<file path="config.mk">
export PLATFORM = sky130hd
export DESIGN_NAME = run_stall_ctrl
export DESIGN_NICKNAME = d
export VERILOG_FILES = /design/src/rtl/run_ctrl_pkg.sv /design/src/rtl/mem_wait_watchdog.sv /design/src/rtl/run_stall_ctrl.sv
export SDC_FILE = /design/constraint.sdc
export NUM_CORES = 1
export LEC_CHECK = 0
export ABC_AREA = 1
export CORE_MARGIN = 8
export CORE_UTILIZATION = 41
export DETAILED_ROUTE_END_ITERATION = 6
export GPL_ROUTABILITY_DRIVEN = 1
export GPL_TIMING_DRIVEN = 0
export PLACE_DENSITY = 0.72
export SLEW_MARGIN = 20
export SYNTH_ARGS = -nofsm -noshare
export SYNTH_HDL_FRONTEND = slang
export SYNTH_HIERARCHICAL = 1
export SYNTH_SLANG_ARGS = --single-unit
</file>
<file path="constraint.sdc">
create_clock -name clock -period 1.7 [get_ports clock]
set_clock_uncertainty 0.15 [all_clocks]
set_input_delay 0.255 -clock clock [delete_from_list [all_inputs] [get_ports clock]]
set_output_delay 0.255 -clock clock [all_outputs]
set_load 0.01 [all_outputs]
</file>
<file path="src/rtl/run_ctrl_pkg.sv">
`default_nettype none
// ---------------------------------------------------------------------------
// run_ctrl_pkg: shared state encoding and phase helpers for run_stall_ctrl | rev 1.0
// ---------------------------------------------------------------------------
package run_ctrl_pkg;

  typedef enum logic [1:0] {
    IDLE = 2'd0,
    RUN  = 2'd1,
    STEP = 2'd2
  } state_t;

  localparam int PHASE_LAST = 4;
  localparam int NUM_PHASES = 5;

  // Only an exact one-hot final phase marks an instruction boundary.
  function automatic logic is_last_phase(input logic [NUM_PHASES-1:0] phase);
    return phase == (NUM_PHASES'(1) << PHASE_LAST);
  endfunction

endpackage
`default_nettype wire

</file>
<file path="src/rtl/mem_wait_watchdog.sv">
`default_nettype none
// ---------------------------------------------------------------------------
// mem_wait_watchdog: counts consecutive memory wait cycles, pulses on timeout | rev 1.0
// ---------------------------------------------------------------------------
module mem_wait_watchdog #(
  parameter int TIMEOUT = 15,
  parameter int WCNT_W  = 4
) (
  input  logic clock,
  input  logic reset,
  input  logic enable,
  input  logic waiting,
  output logic timeout
);

  logic [WCNT_W-1:0] wcnt;

  assign timeout = enable & waiting & (wcnt == WCNT_W'(TIMEOUT - 1));

  always_ff @(posedge clock or negedge reset) begin
    if (!reset) begin
      wcnt <= '0;
    end else if (!enable || !waiting || timeout) begin
      wcnt <= '0;
    end else begin
      wcnt <= wcnt + WCNT_W'(1);
    end
  end

endmodule
`default_nettype wire

</file>
<file path="src/rtl/run_stall_ctrl.sv">
`default_nettype none
// ---------------------------------------------------------------------------
// run_stall_ctrl: run/step/stop arbitration and stall generation for the phase counter | rev 1.0
// ---------------------------------------------------------------------------
module run_stall_ctrl
  import run_ctrl_pkg::*;
#(
  parameter int TIMEOUT = 15,
  parameter int WCNT_W  = 4
) (
  input  logic                  clock,
  input  logic                  reset,
  input  logic [NUM_PHASES-1:0] phase,
  input  logic                  run_req,
  input  logic                  step_req,
  input  logic                  stop_req,
  input  logic                  halt_insn,
  input  logic                  mem_req,
  input  logic                  mem_ack,
  output logic                  not_update,
  output logic                  running,
  output logic                  halted,
  output logic                  mem_fault
);

  state_t state;
  logic   stop_pending;
  logic   waiting;
  logic   advance;
  logic   boundary;
  logic   timeout;

  assign waiting    = mem_req & ~mem_ack;
  assign not_update = (state == IDLE) | waiting;
  assign advance    = ~not_update;
  assign boundary   = advance & is_last_phase(phase);
  assign running    = (state != IDLE);

  mem_wait_watchdog #(
    .TIMEOUT (TIMEOUT),
    .WCNT_W  (WCNT_W)
  ) u_watchdog (
    .clock   (clock),
    .reset   (reset),
    .enable  (running),
    .waiting (waiting),
    .timeout (timeout)
  );

  always_ff @(posedge clock or negedge reset) begin
    if (!reset) begin
      state        <= IDLE;
      stop_pending <= 1'b0;
      halted       <= 1'b0;
      mem_fault    <= 1'b0;
    end else begin
      case (state)
        IDLE: begin
          stop_pending <= 1'b0;
          if (run_req) begin
            state     <= RUN;
            halted    <= 1'b0;
            mem_fault <= 1'b0;
          end else if (step_req) begin
            state     <= STEP;
            halted    <= 1'b0;
            mem_fault <= 1'b0;
          end
        end
        RUN: begin
          if (timeout) begin
            state        <= IDLE;
            mem_fault    <= 1'b1;
            stop_pending <= 1'b0;
          end else if (boundary && (halt_insn || stop_pending || stop_req)) begin
            state        <= IDLE;
            halted       <= halt_insn;
            stop_pending <= 1'b0;
          end else if (stop_req) begin
            stop_pending <= 1'b1;
          end
        end
        STEP: begin
          if (timeout) begin
            state     <= IDLE;
            mem_fault <= 1'b1;
          end else if (boundary) begin
            state  <= IDLE;
            halted <= halt_insn;
          end
        end
        default: begin
          state        <= IDLE;
          stop_pending <= 1'b0;
        end
      endcase
    end
  end

endmodule
`default_nettype wire

</file>
; Word level (Yosys, flattened, before mapping)
; Index checks and enable logic that the tools add are counted.
[classes]
n_addsub = 1
eq_ne = 13
muxes = 21
bitwise_logic = 8
n_reduce_logical = 16
[op_table]
columns = op, count
row1 = $mux 2, 6
row2 = $mux 1, 10
row3 = $ne 2x2->1 const B, 4
row4 = $ne 3x2->1 const B, 2
row5 = $pmux 2 s3, 1
row6 = $reduce_and 3->1, 2
row7 = $reduce_and 6->1, 1
row8 = $eq 5x5->1 const B, 1
row9 = $add 4x1->4 const B, 1
row10 = $and 1x1->1, 4
row11 = $eq 4x4->1 const B, 1
row12 = $logic_or 1x1->1, 4
row13 = $mux 4, 1
row14 = $ne 4x3->1 const B, 1
row15 = $pmux 1 s2, 2
row16 = $reduce_bool 2->1, 2
row17 = $ne 3x3->1 const B, 1
row18 = $not 1->1, 3
row19 = $pmux 1 s3, 1
row20 = $reduce_bool 3->1, 1
row21 = $eq 2x1->1 const B, 1
row22 = $eq 2x2->1 const B, 1
row23 = $logic_not 1->1, 2
row24 = $logic_not 2->1, 1
row25 = other kinds (5), 5
[totals]
register_bits = 9
output_inout_bits = 4
word_cells = 64

; Depth between registers and ports, before layout
; Gate-level depths: netlist (run 1).
[logic_depth]
word_depth = 9
depth_mapped = 11
depth_no_buf = 11

; Modules after synthesis
; Netlist (run 1), hierarchy kept.
[by_module_without_submodules]
columns = mod, instances, cells_per_inst, area_each_um2, seq_area_each_um2
row1 = run_stall_ctrl, 1, 61, 416.6, 125.1
row2 = mem_wait_watchdog, 1, 21, 197.7, 100.1

; Worst setup path after synthesis (run 1)
; OpenSTA, ideal clock, no wires.
[synth_timing]
kind = flip-flop to flip-flop
from = register state[0]
to = register halted
t_arrival_ns = 1.414
t_required_ns = 1.433
slack_ns = 0.019
stages_incl_launch_ff = 11
n_path_buf = 0
synth_period_minus_slack_ns = 1.681
path_cell_list = dfrtp_1 -> inv_1 -> ha_1 -> inv_1 -> nand2_1 -> nor2_1 -> inv_1 -> a21oi_1 -> nor3_2 -> nand4_1 -> nand2_1
[synth_between]
word_cells_on_any_way = 18
[synth_lines]
columns = element, line_no
row1 = start: declaration, run_stall_ctrl.sv:26  ; state_t state;
row2 = start signal: assignment, run_stall_ctrl.sv:52  ; state <= IDLE;
row3 = start signal: assignment, run_stall_ctrl.sv:61  ; state <= RUN;
row4 = start signal: assignment, run_stall_ctrl.sv:65  ; state <= STEP;
row5 = $reduce_bool 2->1 (*), run_stall_ctrl.sv:37  ; assign running = (state != IDLE);
row6 = named net running, run_stall_ctrl.sv:21  ; output logic running,
row7 = $and 1x1->1 (*) (2 in a row), mem_wait_watchdog.sv:18  ; assign timeout = enable & waiting & (wcnt == WCNT_W'(TIMEOUT - 1));
row8 = named net timeout, run_stall_ctrl.sv:31  ; logic timeout;
row9 = $ne 2x2->1 (no line), -
row10 = $reduce_and 6->1 (no line) (*), -
row11 = end signal: assignment, run_stall_ctrl.sv:77  ; halted <= halt_insn;
row12 = end signal: assignment, run_stall_ctrl.sv:89  ; halted <= halt_insn;
row13 = end: declaration, run_stall_ctrl.sv:22  ; output logic halted,
; Mark *: on every way through the listed nets, which the timed path passes. The rest lies on a longest branch.
; A chain may end at the register's enable or synchronous reset.

; Final worst setup path (run 1)
[layout_timing]
from = register state[1]
to = output running
[layout_between]
elab_chain_len = 1
[layout_lines]
columns = element, line_no
row1 = $reduce_bool 2->1, run_stall_ctrl.sv:37
row2 = end: declaration, run_stall_ctrl.sv:21
; Every way passes these cells.

==> results of run 1 <==
-- synth_stat cells (all sizes together) --
cell	number	area, um^2
nor3	2	15.0
dfrtp	9	225
o21ai	1	5.00
a21oi	5	25.0
inv	18	67.6
nand2	18	70.1
ha	5	62.6
xnor2	1	8.76
nor2	12	55.1
nand4	4	25.0
nand3	7	55.1
-- timing repair --
action / CTS / global route
endpoints found under the setup margin: 5 / 5
buffers inserted: 3 / 3
gates resized for setup: 8 / 5
pin swaps: 1 / 2
-- how the worst min path moves through the flow --
stage,startpoint,endpoint
floorplan,reset,halted
global placement,halted,halted
detailed placement,halted,halted
CTS,reset,halted
global route,reset,u_watchdog/wcnt[3]
finish,reset,halted
-- cell type report --
class                      instances  area (um^2)  share of cell area [%]
multi-input combinational         55          347                    39.1
sequential                         9          225                    25.4
timing repair buffer              22          200                    22.6
inverter                          18         67.6                    7.62
clock buffer                       3         22.5                    2.54
tap                               16         20.0                    2.26
clock inverter                     1         5.00                   0.564
-- sequential cells by signal, summed over array words and instances (netlist names) --
register,flops
stop_pending,1
u_watchdog/wcnt,4
halted,1
state,2
mem_fault,1
-- worst register-to-register path: stages, from the launching register on --
cell	delay, ns
dfrtp_1	0.40
inv_1	0.07
ha_1	0.13
nand3_1	0.12
nor2_2	0.19
inv_1	0.08
a21oi_1	0.15
nor3_2	0.07
nand4_1	0.09
nand2_1	0.05
-- power breakdown --
| part | total, mW | switching [mW] | internal (mW) |
|---|---|---|---|
| Sequential | 0.285 | 0.0276 | 0.257 |
| Clock | 0.163 | 0.0766 | 0.0867 |
| Combinational | 0.628 | 0.335 | 0.293 |
-- cells by family after synthesis --
logic type	Yosys count	share of synthesized area (%)
AOI/OAI and AO/OA	6	4.89
adders and majority gates	5	10.2
xor gates and xnor gates	1	1.43
and+or+nand+nor	43	35.8
buffers and inverters	18	11.0
DFF	9	36.7
-- routing by layer --
metal	GRT usage [%]	wire [um]	vias to the layer above	share of wire (%)
li1	-	-	310	-
met1	9.86	559	277	38
met2	22.5	814	13	56
met3	4.89	82	0	5.6
met4	2.46	0	0	0
met5	0	0	-	0
==> flow_metrics.env, run 1 <==
export IMPL_synth_seq_cells=9
export IMPL_gr_total_overflow=0
export IMPL_cts_sinks=9
export IMPL_final_area_um2=887
export IMPL_placed_area_um2=795
export IMPL_num_rows=14
export IMPL_reg2reg_to="halted"
export IMPL_clock_fmax_mhz=621
export IMPL_r2r_cells=9
export IMPL_grt_max_degree=10
export IMPL_grt_usage_pct=11.2
export IMPL_relSlewSlack_pct=71.5
export IMPL_power_density_nw_per_um2=1210
export IMPL_design_portCount=17
export IMPL_yosys_warnings=6
export IMPL_maxCapViolCount=0
export IMPL_worstPathCellList="inv_2 -> ha_4 -> inv_2 -> clkdlybuf4s15_1"
export IMPL_power_mw=1.08
export IMPL_area_delta_synth_final_pct=44.4
export IMPL_dieWidth_um=54.7
export IMPL_drtAntennaViolNets=0
export IMPL_syn_area_um2=614
export IMPL_hp_class="input pin to async pin"
export IMPL_first_pass_iters=4
export IMPL_ys_types=15
export IMPL_finalWorstSetupSlack_ns=0.0906
export IMPL_clkLatencyLatePin_ns=0.26
export IMPL_crit_cells=4
export IMPL_cts_made_buffers=3
export IMPL_post_route_util_pct=61.0
export IMPL_cp_top_family="flip-flops"
export IMPL_rsz0062_at_grt="true"
export IMPL_wl_per_cell_um=11.7
export IMPL_die_h_um=54.7
export IMPL_drtIter0Drc=2
export IMPL_num_fill_cells=126
export IMPL_tightest_slew_ns=0.426
export IMPL_setup_viol=0
export IMPL_critPathMostFrequentCell="inv_2"
export IMPL_crit_path_start="state[1]"
export IMPL_clkSlewWorstSetupHoldPaths_ns=0.06
export IMPL_avgSynthCellArea_um2=7.49
export IMPL_grt_pass1_vias=607
export IMPL_cts_hold_buf=0
export IMPL_worstPathRequired_ns=1.29
export IMPL_ir_drop_mv=0.655
export IMPL_io_buffers=16
export IMPL_cts_buffer_depth=2
export IMPL_status="complete, no violations"
export IMPL_syn_num_nets=100
export IMPL_vias=600
export IMPL_r2r_setup_slack_ns=0.10
export IMPL_antennaDiodeCount=0
export IMPL_arrival_ns=1.20
export IMPL_cts_tree="yes"
export IMPL_hold_slack_ns=0.145
export IMPL_place_ws_ns=-0.284
export IMPL_drt_wl_total_mm=1.46
export IMPL_viasPerCell=4.84
export IMPL_most_common_layout_cells="nand2_1, inv_1, clkdlybuf4s50_1, dfrtp_1, nor2_1"
export IMPL_core_um2=1450
export IMPL_initial_core_util_pct=42.3
export IMPL_crit_type="register to primary output"
export IMPL_drive_gt1_share_pct=24.1
export IMPL_cts_root_buf="clkbuf_4"
export IMPL_antenna_found_initial=0
export IMPL_nNetsFinal=127
export IMPL_slowest_stage="dfrtp_1"
export IMPL_start_kind="register"
export IMPL_h_tree_depth=1
export IMPL_setup_tns_ns=0
export IMPL_critical_path_endpoint="running"
export IMPL_drcViolationCount=0
export IMPL_post_route_period_util_pct=94.7
export IMPL_finalNonFillerCells=124
export IMPL_crit_fanout=5
export IMPL_hold_viol_final=0
export IMPL_final_common_cell="nand2_1"
export IMPL_layout_min_cycle_time_ns=1.61
export IMPL_cp_end_kind="primary output"
export IMPL_grt_pass1_wl_mm=2.48
export IMPL_gp_congestion=0.762
export IMPL_crit_buf_inv=3
export IMPL_slowest_delay_ns=0.39
export IMPL_die_area_um2=2990
export IMPL_slew_violations=0
export IMPL_reg2reg_from="u_watchdog/wcnt[0]"
export IMPL_yosysSeqAreaShare_pct=36.7
export IMPL_p_leak_nw=0.438
export IMPL_dp_hpwl_mm=1.12
export IMPL_dp_cells=114
export IMPL_synth_cells=82
Power figures use the tool's default switching activity.
==> inputs of run 2 (changes only) <==
--- a/config.mk
+++ b/config.mk
@@ -8,6 +8,7 @@
 export ABC_AREA = 1
 export CORE_MARGIN = 8
 export CORE_UTILIZATION = 41
+export CTS_CLUSTER_DIAMETER = 30
 export DETAILED_ROUTE_END_ITERATION = 6
 export GPL_ROUTABILITY_DRIVEN = 1
 export GPL_TIMING_DRIVEN = 0
==> results of run 2 <==
Same layout as run 1: the final DEF is identical, and so are final timing and power.
==> inputs of run 3 (changes only) <==
--- a/config.mk
+++ b/config.mk
@@ -10,9 +10,9 @@
 export CORE_UTILIZATION = 41
 export CTS_CLUSTER_DIAMETER = 30
 export DETAILED_ROUTE_END_ITERATION = 6
-export GPL_ROUTABILITY_DRIVEN = 1
+export GPL_ROUTABILITY_DRIVEN = 0
 export GPL_TIMING_DRIVEN = 0
-export PLACE_DENSITY = 0.72
+export PLACE_DENSITY = 0.73
 export SLEW_MARGIN = 20
 export SYNTH_ARGS = -nofsm -noshare
 export SYNTH_HDL_FRONTEND = slang
==> run 3 against run 2 <==
Utilization grew 0.34 points. Global-route usage down 0.97 points. Worst hold slack better by 0.015 ns. Clock-buffer cell count up 1. Non-clock buffer count is 1 lower. Flip-flop and latch count is the same. Register-to-register slack hardly changed. Power rose by 0.42%. Largest cell class unchanged. Highest routed layer is now met4.
==> flow_metrics.env, run 3 (synthesis results as in run 1) <==
export IMPL_num_fill_cells=134
export IMPL_setup_viol=0
export IMPL_met2_length_um=776
export IMPL_slowest_stage="dfrtp_1"
export IMPL_hold_slack_ns=0.160
export IMPL_crit_fanout=5
export IMPL_cts_buffer_depth=2
export IMPL_final_area_um2=892
export IMPL_rsz0062_at_grt="true"
export IMPL_largest_reg_flops=4
export IMPL_cp_end_kind="primary output"
export IMPL_slowest_delay_ns=0.40
export IMPL_cts_made_buffers=3
export IMPL_worstPathCellList="inv_2 -> ha_4 -> inv_2 -> dlygate4sd2_1"
export IMPL_antenna_found_initial=0
export IMPL_post_route_period_util_pct=97.7
export IMPL_worstPathRequired_ns=1.29
export IMPL_layout_min_cycle_time_ns=1.66
export IMPL_finalNonFillerCells=123
export IMPL_critPathMostFrequentCell="inv_2"
export IMPL_routed_wl_met3_um=89
export IMPL_p_leak_nw=0.431
export IMPL_first_pass_iters=3
export IMPL_die_h_um=54.7
export IMPL_multi_input_area_um2=357
export IMPL_core_um2=1450
export IMPL_relSlewSlack_pct=69.9
export IMPL_drt_wl_total_mm=1.46
export IMPL_dp_cells=114
export IMPL_drtIter0Drc=14
export IMPL_initial_core_util_pct=42.3
export IMPL_top_layer="met4"
export IMPL_power_density_nw_per_um2=1210
export IMPL_dieWidth_um=54.7
export IMPL_regMostFlops="u_watchdog/wcnt"
export IMPL_drcViolationCount=0
export IMPL_placed_area_um2=795
export IMPL_io_buffers=16
export IMPL_grt_max_degree=10
export IMPL_place_ws_ns=-0.283
export IMPL_area_delta_synth_final_pct=45.2
export IMPL_hold_viol_final=0
export IMPL_dp_hpwl_mm=1.11
export IMPL_drtAntennaViolNets=0
export IMPL_cts_tree="yes"
export IMPL_final_common_cell="nand2_1"
export IMPL_clock_fmax_mhz=602
export IMPL_start_kind="register"
export IMPL_ir_drop_mv=0.679
export IMPL_reg_top3="u_watchdog/wcnt x4, state x2"
export IMPL_status="complete, no violations"
export IMPL_drive_gt1_share_pct=22.4
export IMPL_cts_root_buf="clkbuf_4"
export IMPL_finalWorstSetupSlack_ns=0.0383
export IMPL_clkLatencyLatePin_ns=0.26
export IMPL_grt_usage_pct=10.3
export IMPL_vias=585
export IMPL_slew_violations=0
export IMPL_antennaDiodeCount=0
export IMPL_seqCellArea_um2=225
export IMPL_power_mw=1.08
export IMPL_num_rows=14
export IMPL_clkSlewWorstSetupHoldPaths_ns=0.06
export IMPL_drt_met1_wl_um=582
export IMPL_viasPerCell=4.76
export IMPL_most_common_layout_cells="nand2_1, inv_1, clkdlybuf4s50_1, dfrtp_1, nor2_1"
export IMPL_nNetsFinal=126
export IMPL_setup_tns_ns=0
export IMPL_hp_class="input pin to async pin"
export IMPL_maxCapViolCount=0
export IMPL_grt_pass1_vias=592
export IMPL_wl_per_cell_um=11.9
export IMPL_grt_pass1_wl_mm=2.30
export IMPL_die_area_um2=2990
export IMPL_design_portCount=17
export IMPL_crit_type="register to primary output"
export IMPL_cts_sinks=9
export IMPL_h_tree_depth=1
export IMPL_gr_total_overflow=0
export IMPL_post_route_util_pct=61.4
export IMPL_arrival_ns=1.26
export IMPL_tightest_slew_ns=0.450
## run 3: cell types whose count changed in the layout (fill, tap and decap cells not counted), sizes merged
| cell | change |
|---|---|
| dlygate4sd2 | +1 |
| buf | -1 |
| clkinv | -1 |
## run 3: power breakdown
part | switching, mW | internal [mW]
Combinational | 0.332 | 0.300
Clock | 0.0741 | 0.0904
Sequential | 0.0271 | 0.257
## run 3: routing by layer
layer | vias to the layer above | GRT usage [%]
li1 | 304 | -
met2 | 10 | 19.8
met1 | 269 | 10.0
met4 | 0 | 4.92
met5 | - | 0
met3 | 2 | 1.90
## run 3: cell type report
class | count | area share [%]
timing repair buffer | 21 | 22.0
inverter | 18 | 7.57
clock buffer | 4 | 2.95
multi-input combinational | 55 | 40.0
tap | 16 | 2.24
sequential | 9 | 25.2
## run 3: final timing paths
| kind | slack [ns] | startpoint | endpoint | cells past startpoint |
|---|---|---|---|---|
| setup / recovery | 0.04 | state[1] | running | 4 |
| hold / removal | 0.16 | reset | halted | 1 |
| setup reg to reg | 0.09 | state[1] | halted | 11 |
| hold reg to reg | 0.31 | u_watchdog/wcnt[0] | u_watchdog/wcnt[0] | 1 |
| max in group asynchronous | 0.93 | reset | u_watchdog/wcnt[0] | 1 |
| min in group clock | 0.31 | u_watchdog/wcnt[0] | u_watchdog/wcnt[0] | 1 |
## run 3: critical path: cells and delay by family (launching register included)
| family | cells | cell delay, ns |
|---|---|---|
| adders and majority gates | 1 | 0.18 |
| buffers and inverters | 3 | 0.43 |
| DFF | 1 | 0.40 |
## run 3: repair_timing
action,in CTS,in global routing
gates resized for setup,8,5
pin swaps,1,3
hold buffers,0,0
setup endpoints to repair,5,5
setup buffers,2,3
